`src/rtl/user_input_entry_pkg.sv`:
```
// user_input_entry_pkg: shared io definitions for the user-input entry and display stages.
package user_input_entry_pkg;
  typedef enum logic [1:0] {
    S_IDLE  = 2'd0,
    S_ENTRY = 2'd1,
    S_DONE  = 2'd2
  } state_t;

  localparam logic [3:0] DIGIT_MAX = 4'd9;

  function automatic logic [31:0] append_digit(input logic [31:0] v, input logic [3:0] d);
    return v * 32'd10 + {28'd0, d};
  endfunction
endpackage

```
`src/rtl/user_input_entry_key_debounce.sv`:
```
// key_debounce: 2-FF synchronizer, stable-count debouncer and one-cycle press pulse for an active-low key.
module key_debounce #(
  parameter int DEBOUNCE_CYCLES = 500000
) (
  input  logic clk,
  input  logic reset,
  input  logic i_key_n,
  output logic o_press
);
  localparam int W = $clog2(DEBOUNCE_CYCLES + 2);

  logic         r_s1, r_s2, r_level, r_prev, r_armed;
  logic [W-1:0] r_cnt, r_arm_cnt;

  // Presses are only reported once a full released window has been seen, so a
  // key held through reset stays silent until it is released and pressed again.
  always_ff @(posedge clk or posedge reset) begin
    if (reset) begin
      r_s1      <= 1'b1;
      r_s2      <= 1'b1;
      r_level   <= 1'b1;
      r_prev    <= 1'b1;
      r_armed   <= 1'b0;
      r_cnt     <= '0;
      r_arm_cnt <= '0;
    end else begin
      r_s1   <= i_key_n;
      r_s2   <= r_s1;
      r_prev <= r_level;
      if (r_s2 == r_level) r_cnt <= '0;
      else if (r_cnt == W'(DEBOUNCE_CYCLES - 1)) begin
        r_level <= r_s2;
        r_cnt   <= '0;
      end else r_cnt <= r_cnt + 1'b1;
      if (!r_armed) begin
        r_arm_cnt <= r_s2 ? r_arm_cnt + 1'b1 : '0;
        r_armed   <= r_s2 && (r_arm_cnt == W'(DEBOUNCE_CYCLES + 1));
      end
    end
  end

  assign o_press = r_armed & r_prev & ~r_level;
endmodule

```
`src/rtl/user_input_entry.sv`:
```
// user_input_entry: debounced key-driven decimal entry that hands a committed value to the CPU.
module user_input_entry
  import user_input_entry_pkg::*;
#(
  parameter int DEBOUNCE_CYCLES = 500000,
  parameter int MAX_DIGITS      = 8
) (
  input  logic        clk,
  input  logic        reset,
  input  logic        input_req,
  input  logic [3:0]  SW,
  input  logic        key_digit_n,
  input  logic        key_enter_n,
  input  logic        key_clear_n,
  output logic [31:0] value,
  output logic        busy,
  output logic [3:0]  digit_count,
  output logic [31:0] input_data,
  output logic        input_valid,
  output logic        digit_err
);
  logic        w_digit, w_enter, w_clear;
  state_t      r_state, w_state_nxt;
  logic [31:0] r_value, w_value_nxt, r_data, w_data_nxt;
  logic [3:0]  r_count, w_count_nxt;
  logic        r_valid, w_valid_nxt, r_err, w_err_nxt;

  key_debounce #(.DEBOUNCE_CYCLES(DEBOUNCE_CYCLES)) u_digit (.clk(clk), .reset(reset), .i_key_n(key_digit_n), .o_press(w_digit));
  key_debounce #(.DEBOUNCE_CYCLES(DEBOUNCE_CYCLES)) u_enter (.clk(clk), .reset(reset), .i_key_n(key_enter_n), .o_press(w_enter));
  key_debounce #(.DEBOUNCE_CYCLES(DEBOUNCE_CYCLES)) u_clear (.clk(clk), .reset(reset), .i_key_n(key_clear_n), .o_press(w_clear));

  always_ff @(posedge clk or posedge reset) begin
    if (reset) begin
      r_state <= S_IDLE;
      r_value <= '0;
      r_count <= '0;
      r_data  <= '0;
      r_valid <= 1'b0;
      r_err   <= 1'b0;
    end else begin
      r_state <= w_state_nxt;
      r_value <= w_value_nxt;
      r_count <= w_count_nxt;
      r_data  <= w_data_nxt;
      r_valid <= w_valid_nxt;
      r_err   <= w_err_nxt;
    end
  end

  // Dropping input_req wins over any key event; among keys clear > enter > digit.
  always_comb begin
    w_state_nxt = r_state;
    w_value_nxt = r_value;
    w_count_nxt = r_count;
    w_data_nxt  = r_data;
    w_valid_nxt = 1'b0;
    w_err_nxt   = 1'b0;
    case (r_state)
      S_IDLE: begin
        w_value_nxt = '0;
        w_count_nxt = '0;
        w_state_nxt = input_req ? S_ENTRY : S_IDLE;
      end
      S_ENTRY: begin
        if (!input_req) begin
          w_state_nxt = S_IDLE;
          w_value_nxt = '0;
          w_count_nxt = '0;
        end else if (w_clear) begin
          w_value_nxt = '0;
          w_count_nxt = '0;
        end else if (w_enter) begin
          w_data_nxt  = r_value;
          w_valid_nxt = 1'b1;
          w_state_nxt = S_DONE;
        end else if (w_digit) begin
          if (SW > DIGIT_MAX || r_count >= 4'(MAX_DIGITS)) w_err_nxt = 1'b1;
          else begin
            w_value_nxt = append_digit(r_value, SW);
            w_count_nxt = r_count + 4'd1;
          end
        end
      end
      S_DONE: begin
        if (!input_req) begin
          w_state_nxt = S_IDLE;
          w_value_nxt = '0;
          w_count_nxt = '0;
        end
      end
      default: w_state_nxt = S_IDLE;
    endcase
  end

  assign value       = r_value;
  assign busy        = (r_state == S_ENTRY);
  assign digit_count = r_count;
  assign input_data  = r_data;
  assign input_valid = r_valid;
  assign digit_err   = r_err;
endmodule

```
`config.mk`:
```
export PLATFORM = sky130hd
export DESIGN_NAME = user_input_entry
export DESIGN_NICKNAME = d
export VERILOG_FILES = /design/src/rtl/user_input_entry_pkg.sv /design/src/rtl/user_input_entry_key_debounce.sv /design/src/rtl/user_input_entry.sv
export SDC_FILE = /design/constraint.sdc
export NUM_CORES = 1
export LEC_CHECK = 0
export ABC_CLOCK_PERIOD_IN_PS = 6310
export BUFFER_PORTS_ARGS = -buffer_cell sky130_fd_sc_hd__buf_2
export CAP_MARGIN = 40
export CORE_UTILIZATION = 55
export CTS_CLUSTER_DIAMETER = 50
export DETAILED_ROUTE_END_ITERATION = 7
export PLACE_DENSITY = 0.74
export SYNTH_ARGS = -nofsm -noshare
export SYNTH_HDL_FRONTEND = slang
export SYNTH_HIERARCHICAL = 1
export SYNTH_SLANG_ARGS = --single-unit
```
`constraint.sdc`:
```
create_clock -name clk -period 6.31 [get_ports clk]
set_clock_uncertainty 0.2 [all_clocks]
set_input_delay 0.9465 -clock clk [delete_from_list [all_inputs] [get_ports clk]]
set_output_delay 0.9465 -clock clk [all_outputs]
set_load 0.01 [all_outputs]
```
==> metrics.txt <==
status finished clean; Worst Max-Slew Pin Slew about 0.99 ns; first-pass GRT wire length ~43 mm; First DRT Iteration DRCs 566; Setup crit end kind flop; setup violators final 0; root buffer cell clkbuf_16; clock power share 0.500; Syn Inst Count 1220; RD Place Congestion ~0.9; CP bufs+invs 0; Slew Viols, Final 0; largest net degree at the start of global routing 44; RSZ-0062 raised after global routing false; final hold violation count 0; syn_nets between 1000 and 1500; max incr delay on CP 0.58 ns; Tot GR Track Use 0.2402; postcts setup bufs 0; kind of critical path flop to flop; initial core utilization 0.5604; Worst-Skew Late Latency 0.53 ns; Tcrit/Tclk final 0.7541; FF+latch count, synth roughly 200; DR WL/cell around 16 microns; FP Rows 53; Worst path slowest cell or4_4; crit path max fanout 6; Final min period 4.758 ns; post-layout power roughly 3.0 mW; CP most frequent cell ha_1; H-tree levels 1; clock sinks about 200; layout cell share with drive strength beyond 1 0.1680; TritonCTS clock tree built; area grow syn2layout 13.98%; PD cells approximately 220 nW/um^2; DIE HEIGHT between 100 and 150 microns; Synth area leaders dfrtp_1 (40%), ha_1 (7.3%), xnor2_1 (5.6%); Vias around 9400; Fmax 0.2102 GHz; Int Power 2.278 mW; die width approximately 150 microns; final WL ~26 mm; Worst Setup Start Kind flop; die footprint around 22000 sq um; cts hold-fix bufs 0; CTS Buffer Depth 3; CP top delay family simple AND/OR/NAND/NOR gates; vias in the first global route just under 9000; TritonRoute pass-1 iters 5; IO Count 81; total CTS buffers 27; WP data arrival roughly 5.0 ns; ys async rst share 1.000; clock transition at the registers of the reported paths about 0.060 ns; Switching Share 0.2437; register share of total power 0.444; Max-cap violations 0; count of different cell masters after synthesis 83; initial antenna violation count 1; highest ir drop seen on vdd approximately 0.23 mV; Leak approximately 6.1 nW; Syn Area/Cell slightly below 10 sq um; sequence of cells on the critical path ha_1, ha_1, fa_1, a21o_1, a21oi_1, xnor2_1, nand2_1, or4_4, or4b_4, nor4_4, and4_4, mux2_1, a211o_1; number of synthesized flops with an enable pin 0; ANT nets after route 0; via/cell ratio a little under 6; top_reg_cell synth dfrtp_1; NetSw approximately 0.73 mW; I/O Buffers 80; Post-DP Area roughly 13000 sq um; Gate power share 0.056; DRC viols 0; TNS Setup 0 ns; Overflow after GRT 0; hpwl dp between 15 and 20 mm; Post-Route Utilization 0.6387; Synth top area share 0.4015; largest area contributor in the netlist dfrtp_1; Slew HR 0.3365; core area 21020 sq um; Nets approximately 1400; Final Non-Filler Cells around 1600; Synth Cell Area approximately 12000 sq um; sequential-to-total area share from yosys stat 0.4283; final instance area 13430 sq um; PostCTS Resize Cnt 0; worst min path class flop to flop; Critical Path RT roughly 6.5 ns; number of cells after detailed placement between 1500 and 2000; Ys Warns 6
==> sequential cells by signal (all words and copies together), names as in the netlist, 2 cells and up <==
name and cells:
digit_count 4, input_data 32, r_state 2, u_clear/r_arm_cnt 19
u_clear/r_cnt 19, u_digit/r_arm_cnt 19, u_digit/r_cnt 19, u_enter/r_arm_cnt 19
u_enter/r_cnt 19, value 32
==> path summary, 6_finish.rpt <==
kind | endpoint | slack [ns] | from | cells past startpoint
max reg2reg | value[31]$_DFFE_PP0P_ | 1.55 | value[1]$_DFFE_PP0P_ | 13
min in group asynchronous | value[1]$_DFFE_PP0P_ | 0.36 | reset | 3
min | u_enter/r_s2$_DFF_PP1_ | 0.15 | u_enter/r_s1$_DFF_PP1_ | 0
min reg2reg | u_enter/r_s2$_DFF_PP1_ | 0.15 | u_enter/r_s1$_DFF_PP1_ | 0
max in group asynchronous | input_data[15]$_DFFE_PP0P_ | 4.98 | reset | 4
max | value[31]$_DFFE_PP0P_ | 1.55 | value[1]$_DFFE_PP0P_ | 13
==> through the flow <==
stage               setup slack, ns  hold slack, ns
floorplan                     1.810          0.1452
global placement              1.696          0.1457
detailed placement            1.592          0.1473
CTS                           1.558          0.1558
global route                  1.347          0.1580
finish                        1.552          0.1542
==> layer usage <==
| layer | GRT usage | routed length (microns) | up-vias |
|---|---|---|---|
| li1 | - | - | 4616 |
| met1 | 0.3223 | 11830 | 4547 |
| met2 | 0.3979 | 12100 | 188 |
| met3 | 0.04509 | 1326 | 46 |
| met4 | 0.06598 | 610 | 0 |
| met5 | 0 | 0 | - |
==> cell type report <==
type	instances	area, sq um
Antenna cell	1	2.502
Clock buffer	34	762.0
Clock inverter	16	152.6
Fill cell	1759	7595
Inverter	31	117.6
Multi-Input combinational cell	954	6484
Sequential cell	201	5045
Tap cell	275	344.1
Timing Repair Buffer	91	519.2
==> cells by family (layout without fill, tap and decap cells) <==
| group | count (synthesis) | in the layout | share of synthesized area |
|---|---|---|---|
| other cells | 0 | 1 | 0 |
| xor+xnor | 113 | 113 | 0.08401 |
| fa+ha+maj | 71 | 71 | 0.07669 |
| compound gates | 215 | 215 | 0.1195 |
| flops | 201 | 201 | 0.4283 |
| mux | 42 | 42 | 0.03972 |
| buf+inv | 65 | 172 | 0.02177 |
| simple gates | 513 | 513 | 0.2301 |
==> cell usage in the layout, fill, tap and decap left out, types with 5 or more instances in the layout <==
master and count:
xnor2_1 75, nor3_1 25, a211oi_1 6, inv_1 30
nor4_1 36, dfrtp_1 189, and2_1 8, or2_2 6
nand4_1 36, mux2_2 37, o211ai_1 7, nor3b_1 6
nand2_1 127, xor2_1 38, a21o_1 16, buf_4 8
nor4b_1 5, or3_1 23, ha_1 69, clkbuf_16 27
and3_1 7, buf_2 80, nor2_1 114, or4_1 18
a21oi_1 50, nand3_1 46, o31ai_1 19, o21ai_1 10
o21ai_0 67, clkbuf_8 6, nand2b_1 14, dfstp_2 12
and4_1 6, nor2b_1 8
==> power groups by stage <==
stage | Sequential [mW] | Combinational (mW) | Clock, mW
floorplan | 1.35 | 0.116 | 0
global placement | 1.36 | 0.162 | 0
detailed placement | 1.36 | 0.170 | 0
CTS | 1.34 | 0.172 | 1.54
global route | 1.34 | 0.193 | 1.60
finish | 1.34 | 0.169 | 1.51
==> cell usage after synthesis, types with 4 or more instances <==
| library cell | number |
|---|---|
| nand2b_1 | 14 |
| o211ai_1 | 7 |
| xnor2_1 | 75 |
| nand2_1 | 127 |
| clkbuf_1 | 26 |
| nor2_1 | 114 |
| buf_2 | 6 |
| or3_1 | 23 |
| or2_2 | 6 |
| o21ai_0 | 67 |
| nor2b_1 | 8 |
| dfstp_2 | 12 |
| nor4_1 | 36 |
| o21a_1 | 4 |
| o31ai_1 | 19 |
| ha_1 | 69 |
| nor3_1 | 25 |
| nand4_1 | 36 |
| and2_1 | 8 |
| a21o_1 | 16 |
| dfrtp_1 | 189 |
| and4_1 | 6 |
| nor3b_1 | 6 |
| a21oi_1 | 50 |
| a211oi_1 | 6 |
| inv_1 | 31 |
| o21ai_1 | 10 |
| nand3_1 | 47 |
| a22o_1 | 4 |
| mux2i_1 | 4 |
| nor4b_1 | 5 |
| mux2_2 | 37 |
| xor2_1 | 38 |
| and3_1 | 7 |
| or4_1 | 18 |
No activity file was read; power rests on OpenSTA's default activity.
